File: src/rtl/mult_div_sequencer.sv
// Iterative signed MULT/DIV unit with its own sequencing FSM.
// Results are registered into hi/lo, with a one-cycle hi_lo_write strobe.
module mult_div_sequencer #(
  parameter int WIDTH = 32
) (
  input  logic             clock,
  input  logic             reset,
  input  logic             start,
  input  logic             op,
  input  logic [WIDTH-1:0] operand_a,
  input  logic [WIDTH-1:0] operand_b,
  output logic             busy,
  output logic             done,
  output logic             hi_lo_write,
  output logic [WIDTH-1:0] hi,
  output logic [WIDTH-1:0] lo,
  output logic             div_zero
);

  localparam int CW = $clog2(WIDTH) + 1;
  localparam logic [CW-1:0] LAST = CW'(WIDTH - 1);

  typedef enum logic [2:0] {
    IDLE, PREP, ITER, FIX, DONE
  } state_t;

  state_t             state_q, state_d;
  logic               op_q, op_d;
  logic [WIDTH-1:0]   a_q, a_d, b_q, b_d;
  logic [WIDTH-1:0]   mag_q, mag_d;
  logic               neg_q, neg_d;
  logic               rneg_q, rneg_d;
  logic [2*WIDTH-1:0] acc_q, acc_d;
  logic [CW-1:0]      cnt_q, cnt_d;
  logic [WIDTH-1:0]   hi_q, hi_d, lo_q, lo_d;
  logic               busy_q, busy_d;
  logic               done_q, done_d;
  logic               hlw_q, hlw_d;
  logic               dz_q, dz_d;

  function automatic logic [WIDTH-1:0] abs_w(input logic [WIDTH-1:0] v);
    return v[WIDTH-1] ? -v : v;
  endfunction

  logic [WIDTH:0]     mul_sum, rem_sh, diff;
  logic [2*WIDTH-1:0] mul_step, div_step, prod;
  logic [WIDTH-1:0]   quo, rem;

  // acc holds {partial, multiplier} for MULT and {remainder, quotient} for DIV
  assign mul_sum  = {1'b0, acc_q[2*WIDTH-1:WIDTH]}
                  + (acc_q[0] ? {1'b0, mag_q} : '0);
  assign mul_step = {mul_sum, acc_q[WIDTH-1:1]};
  assign rem_sh   = acc_q[2*WIDTH-1:WIDTH-1];
  assign diff     = rem_sh - {1'b0, mag_q};
  assign div_step = diff[WIDTH]
                  ? {rem_sh[WIDTH-1:0], acc_q[WIDTH-2:0], 1'b0}
                  : {diff[WIDTH-1:0], acc_q[WIDTH-2:0], 1'b1};
  assign prod = neg_q ? -acc_q : acc_q;
  assign quo  = neg_q ? -acc_q[WIDTH-1:0] : acc_q[WIDTH-1:0];
  assign rem  = rneg_q ? -acc_q[2*WIDTH-1:WIDTH]
                       : acc_q[2*WIDTH-1:WIDTH];

  always_comb begin
    state_d = state_q;
    op_d    = op_q;
    a_d     = a_q;
    b_d     = b_q;
    mag_d   = mag_q;
    neg_d   = neg_q;
    rneg_d  = rneg_q;
    acc_d   = acc_q;
    cnt_d   = cnt_q;
    hi_d    = hi_q;
    lo_d    = lo_q;
    done_d  = 1'b0;
    hlw_d   = 1'b0;
    dz_d    = 1'b0;
    unique case (state_q)
      IDLE: begin
        if (start) begin
          op_d    = op;
          a_d     = operand_a;
          b_d     = operand_b;
          state_d = PREP;
        end
      end
      PREP: begin
        mag_d  = op_q ? abs_w(b_q) : abs_w(a_q);
        acc_d  = {{WIDTH{1'b0}}, op_q ? abs_w(a_q) : abs_w(b_q)};
        neg_d  = a_q[WIDTH-1] ^ b_q[WIDTH-1];
        rneg_d = a_q[WIDTH-1];
        cnt_d  = '0;
        if (op_q && b_q == '0) begin
          state_d = DONE;
          done_d  = 1'b1;
          dz_d    = 1'b1;
        end else begin
          state_d = ITER;
        end
      end
      ITER: begin
        acc_d = op_q ? div_step : mul_step;
        cnt_d = cnt_q + CW'(1);
        if (cnt_q == LAST) state_d = FIX;
      end
      FIX: begin
        hi_d    = op_q ? rem : prod[2*WIDTH-1:WIDTH];
        lo_d    = op_q ? quo : prod[WIDTH-1:0];
        done_d  = 1'b1;
        hlw_d   = 1'b1;
        state_d = DONE;
      end
      DONE:    state_d = IDLE;
      default: state_d = IDLE;
    endcase
    busy_d = (state_d != IDLE);
  end

  always_ff @(posedge clock or negedge reset) begin
    if (!reset) begin
      state_q <= IDLE;
      op_q    <= 1'b0;
      a_q     <= '0;
      b_q     <= '0;
      mag_q   <= '0;
      neg_q   <= 1'b0;
      rneg_q  <= 1'b0;
      acc_q   <= '0;
      cnt_q   <= '0;
      hi_q    <= '0;
      lo_q    <= '0;
      busy_q  <= 1'b0;
      done_q  <= 1'b0;
      hlw_q   <= 1'b0;
      dz_q    <= 1'b0;
    end else begin
      state_q <= state_d;
      op_q    <= op_d;
      a_q     <= a_d;
      b_q     <= b_d;
      mag_q   <= mag_d;
      neg_q   <= neg_d;
      rneg_q  <= rneg_d;
      acc_q   <= acc_d;
      cnt_q   <= cnt_d;
      hi_q    <= hi_d;
      lo_q    <= lo_d;
      busy_q  <= busy_d;
      done_q  <= done_d;
      hlw_q   <= hlw_d;
      dz_q    <= dz_d;
    end
  end

  assign busy        = busy_q;
  assign done        = done_q;
  assign hi_lo_write = hlw_q;
  assign div_zero    = dz_q;
  assign hi          = hi_q;
  assign lo          = lo_q;

endmodule
File: config.mk
export PLATFORM = sky130hd
export DESIGN_NAME = mult_div_sequencer
export DESIGN_NICKNAME = d
export VERILOG_FILES = /design/src/rtl/mult_div_sequencer.sv
export SDC_FILE = /design/constraint.sdc
export NUM_CORES = 1
export LEC_CHECK = 0
export CAP_MARGIN = 20
export CORE_AREA = 10 10 277 173
export DETAILED_ROUTE_END_ITERATION = 10
export DIE_AREA = 0 0 287 183
export PLACE_DENSITY = 0.55
export SLEW_MARGIN = 20
export SYNTH_ARGS = -nofsm -noshare
export SYNTH_HDL_FRONTEND = slang
export SYNTH_SLANG_ARGS = --single-unit
File: constraint.sdc
create_clock -name clock -period 7.05 [get_ports clock]
set_input_delay 1.7625 -clock clock [delete_from_list [all_inputs] [get_ports clock]]
set_output_delay 1.7625 -clock clock [all_outputs]
set_load 0.005 [all_outputs]
==> metrics.txt <==
Syn Area/Cell=8.51 sq um; final hold vios=0; grt met1 use=0.351; GR Util All Layers=0.222; Cell Pwr Density=between 500 and 600 nW/um^2; top post-synthesis cells by area=dfrtp_1, o21ai_0, nand2_1; initial antenna violation count=2; total CTS buffers=26; share of cells above drive strength 1=0.0745; hpwl dp=45.5 mm; RSZ-0062 raised after global routing=no; Synth Flop Type=dfrtp_1; busiest grt layer=met1; Cells after Synth=1985; Crit-path slowest cell=xor2_4; Critical Path End Type=register; Final Skew=approximately 12 ps; Antenna Nets Post-Route=0; number of synthesized flops with an enable pin=0; #FFs+latches synth=240; Finish-stage setup viols=0; CTS root buf=clkbuf_16; core area=~43000 sq um; Hold EP=hi[18]; CP startpoint=acc_q[31]; Seq/Total Area, Yosys=0.356; Crit Path Category=reg2reg; maxcap violations=0; Yosys cell types=75; final worst path period need=about 4600 ps; number of global-route vias before repair=approximately 15000; overall power=~11 mW; r2r startpoint=acc_q[31]; yosys warns=0; DR pass1 iterations=5; syn nets=2124; CTS Hold Buffers Added=0; met2 Use GR=0.282; depth of the most critical reg-to-reg path=13; Iteration-0 DRC Markers=about 1600; row cnt=59; antenna cells=0; kind of cell adding the most delay to the critical path=compound AO/OA/AOI/OAI gates; DR vias=~15000; DRC viols=0; worst min path class=reg2reg; postcts setup bufs=0; peak supply drop=between 0.3 and 0.4 mV; GRT overflow=0; # resized after CTS=0; IO buf count=135; Max Root-Sink Buffers=3; hold_sp=hi[18]; Clock Sinks=240; slew margin rel.=0.259; Reg2Reg Setup Slack=roughly 2500 ps; Clock Latency Late Sink=560 ps; first-pass GRT wire length=just over 90 mm; Final nets=between 2000 and 2500; WL final=around 60 mm; CP Launch Type=register; Crit Path Max Fanout=27; crit path DAT=between 5000 and 6000 ps; synthesized area=between 15000 and 20000 sq um; max-slew violations=0; share of flip-flops with an asynchronous set or reset=1.00; Worst Path Required=7550 ps; Final GP Congestion=a little under 1; H-tree lvl count=1; area grow syn2layout=16.4%; Worst-Margin Slew=~1100 ps; Wirelength per Cell=approximately 23 um; vias per cell=between 5 and 6; crit-path cells=inv_1 -> ha_1 -> fa_1 -> nand2b_1 -> a21oi_1 -> o31a_1 -> o2111ai_1 -> and3_1 -> o31ai_2 -> xor2_4 -> nand2_1 -> a31oi_1 -> or3_1; worst flop-to-flop path endpoint=acc_q[57]; I/O Pins=136; largest net degree at the start of global routing=between 150 and 200; period utilisation layout=0.647; global routing usage on met3=0.0674; Clock transition at path regs=70 ps; die height=183 um; CP bufs+invs=1; area leader, netlist=dfrtp_1; post-synth top area share=0.356; Worst Hold Depth=2; setup TNS=0 ps; CTS tree=done; Die Width=about 290 um; Initial Util=0.394; Highest Clock Rate=~220 MHz; max incr delay on CP=890 ps; Die ar.=between 50000 and 60000 sq um; status=finished clean; Pleak=8.38 nW
## metrics by stage
stage          hold WS (ps)  std cells  cell area (sq um)  setup slack (ps)  utilization
3_5_place_dp            469       2600              18700              2580        0.437
3_3_place_gp            461       2600              18700              2750        0.437
2_1_floorplan           450       1985              16900              3720            -
5_1_grt                 495       2646              19700              2190        0.459
4_1_cts                 484       2646              19600              2570        0.459
6_report                475       2646              19700              2490        0.459
## Yosys cell counts (all sizes together) (10+ instances only)
library cell and count:
and2 11, nor3 30, mux2 63, nor2 130, nor4 18, a21oi 103, nand2 296, mux2i 51
a211oi 10, a22oi 23, o31ai 27, o211ai 20, nand2b 18, or4 15, o41ai 16, a31oi 16
or3 18, inv 61, ha 69, dfrtp 240, a21o 33, xor2 82, nor2b 18, nand3 30
o31a 10, o21ai 232, and3 11, xnor2 91, buf 11, o221ai 29, nand4 18, clkbuf 103
## worst register-to-register path, stage by stage (launching register included)
cell       delay [ps]
dfrtp_1           470
inv_1             130
ha_1              230
fa_1              410
nand2b_1          200
a21oi_1           330
o31a_1            220
o2111ai_1         120
and3_1            250
o31ai_2           540
xor2_4            890
nand2_1           370
a31oi_1           230
or3_1             120
## report_power, final
group	leakage (nW)	switching [mW]	internal (mW)	total, mW
logic	4.94	4.09	2.62	6.71
registers	2.99	0.926	2.00	2.93
clock network	0.457	0.598	0.938	1.54
total	8.38	5.61	5.56	11.2
## kinds of logic (layout without fill, tap and decap cells)
| family | count (synthesis) | count (layout) | synth area share |
|---|---|---|---|
| buf+inv | 175 | 257 | 0.0393 |
| mux | 114 | 114 | 0.0722 |
| xor+xnor | 173 | 173 | 0.0902 |
| compound gates | 579 | 579 | 0.215 |
| fa+ha+maj | 71 | 71 | 0.0535 |
| flops | 240 | 240 | 0.356 |
| simple gates | 633 | 633 | 0.174 |
## placed cells by master (no fill, tap or decap), types with 6 or more instances in the layout
cell type / n
mux2_2: 63
nand2b_1: 17
dfrtp_1: 237
a21o_1: 33
or3_1: 17
a211oi_1: 10
mux2i_1: 51
o31a_1: 9
nor2b_1: 17
and3_1: 11
a21oi_1: 103
nand4_1: 17
a22oi_1: 23
o31ai_1: 26
nor4_1: 15
clkbuf_16: 27
o21ai_0: 229
ha_1: 69
o221ai_1: 28
o21bai_1: 7
nor3_1: 28
o41ai_1: 16
inv_1: 61
or2_2: 8
nor2_1: 128
and2_1: 9
a221o_1: 8
xor2_1: 81
a31oi_1: 16
nand3_1: 30
bufinv_16: 6
clkdlybuf4s50_1: 134
buf_4: 14
xnor2_1: 91
o211ai_1: 20
or4_1: 14
nand2_1: 294
a22o_1: 7
## registers in the layout, summed over array words and instances (netlist names), 3 cells and up
name	flops
cnt_q	6
a_q	32
acc_q	64
lo	32
hi	32
mag_q	32
b_q	32
state_q	3
## layout make-up
class / count / area (sq um)
timing repair buffer: 150 / 1480
sequential: 240 / 6010
fill: 4201 / 23200
inverter: 61 / 229
multi-input combinational: 1570 / 10300
clock buffer: 33 / 718
tap: 579 / 724
clock inverter: 13 / 224
## metal layers
metal	up-vias	part of all wire
met2	661	0.37
met5	-	0.0019
li1	7284	-
met1	7460	0.50
met4	2	0.018
met3	57	0.11
## worst max path at each step
stage               cells past startpoint  slack [ps]   endpoint
floorplan                               3        3720    a_q[10]
CTS                                    13        2570  acc_q[57]
finish                                 13        2490  acc_q[57]
global route                           13        2190  acc_q[57]
detailed placement                     13        2580  acc_q[57]
global placement                       13        2750  acc_q[57]
(Power assumes the default switching activity.)
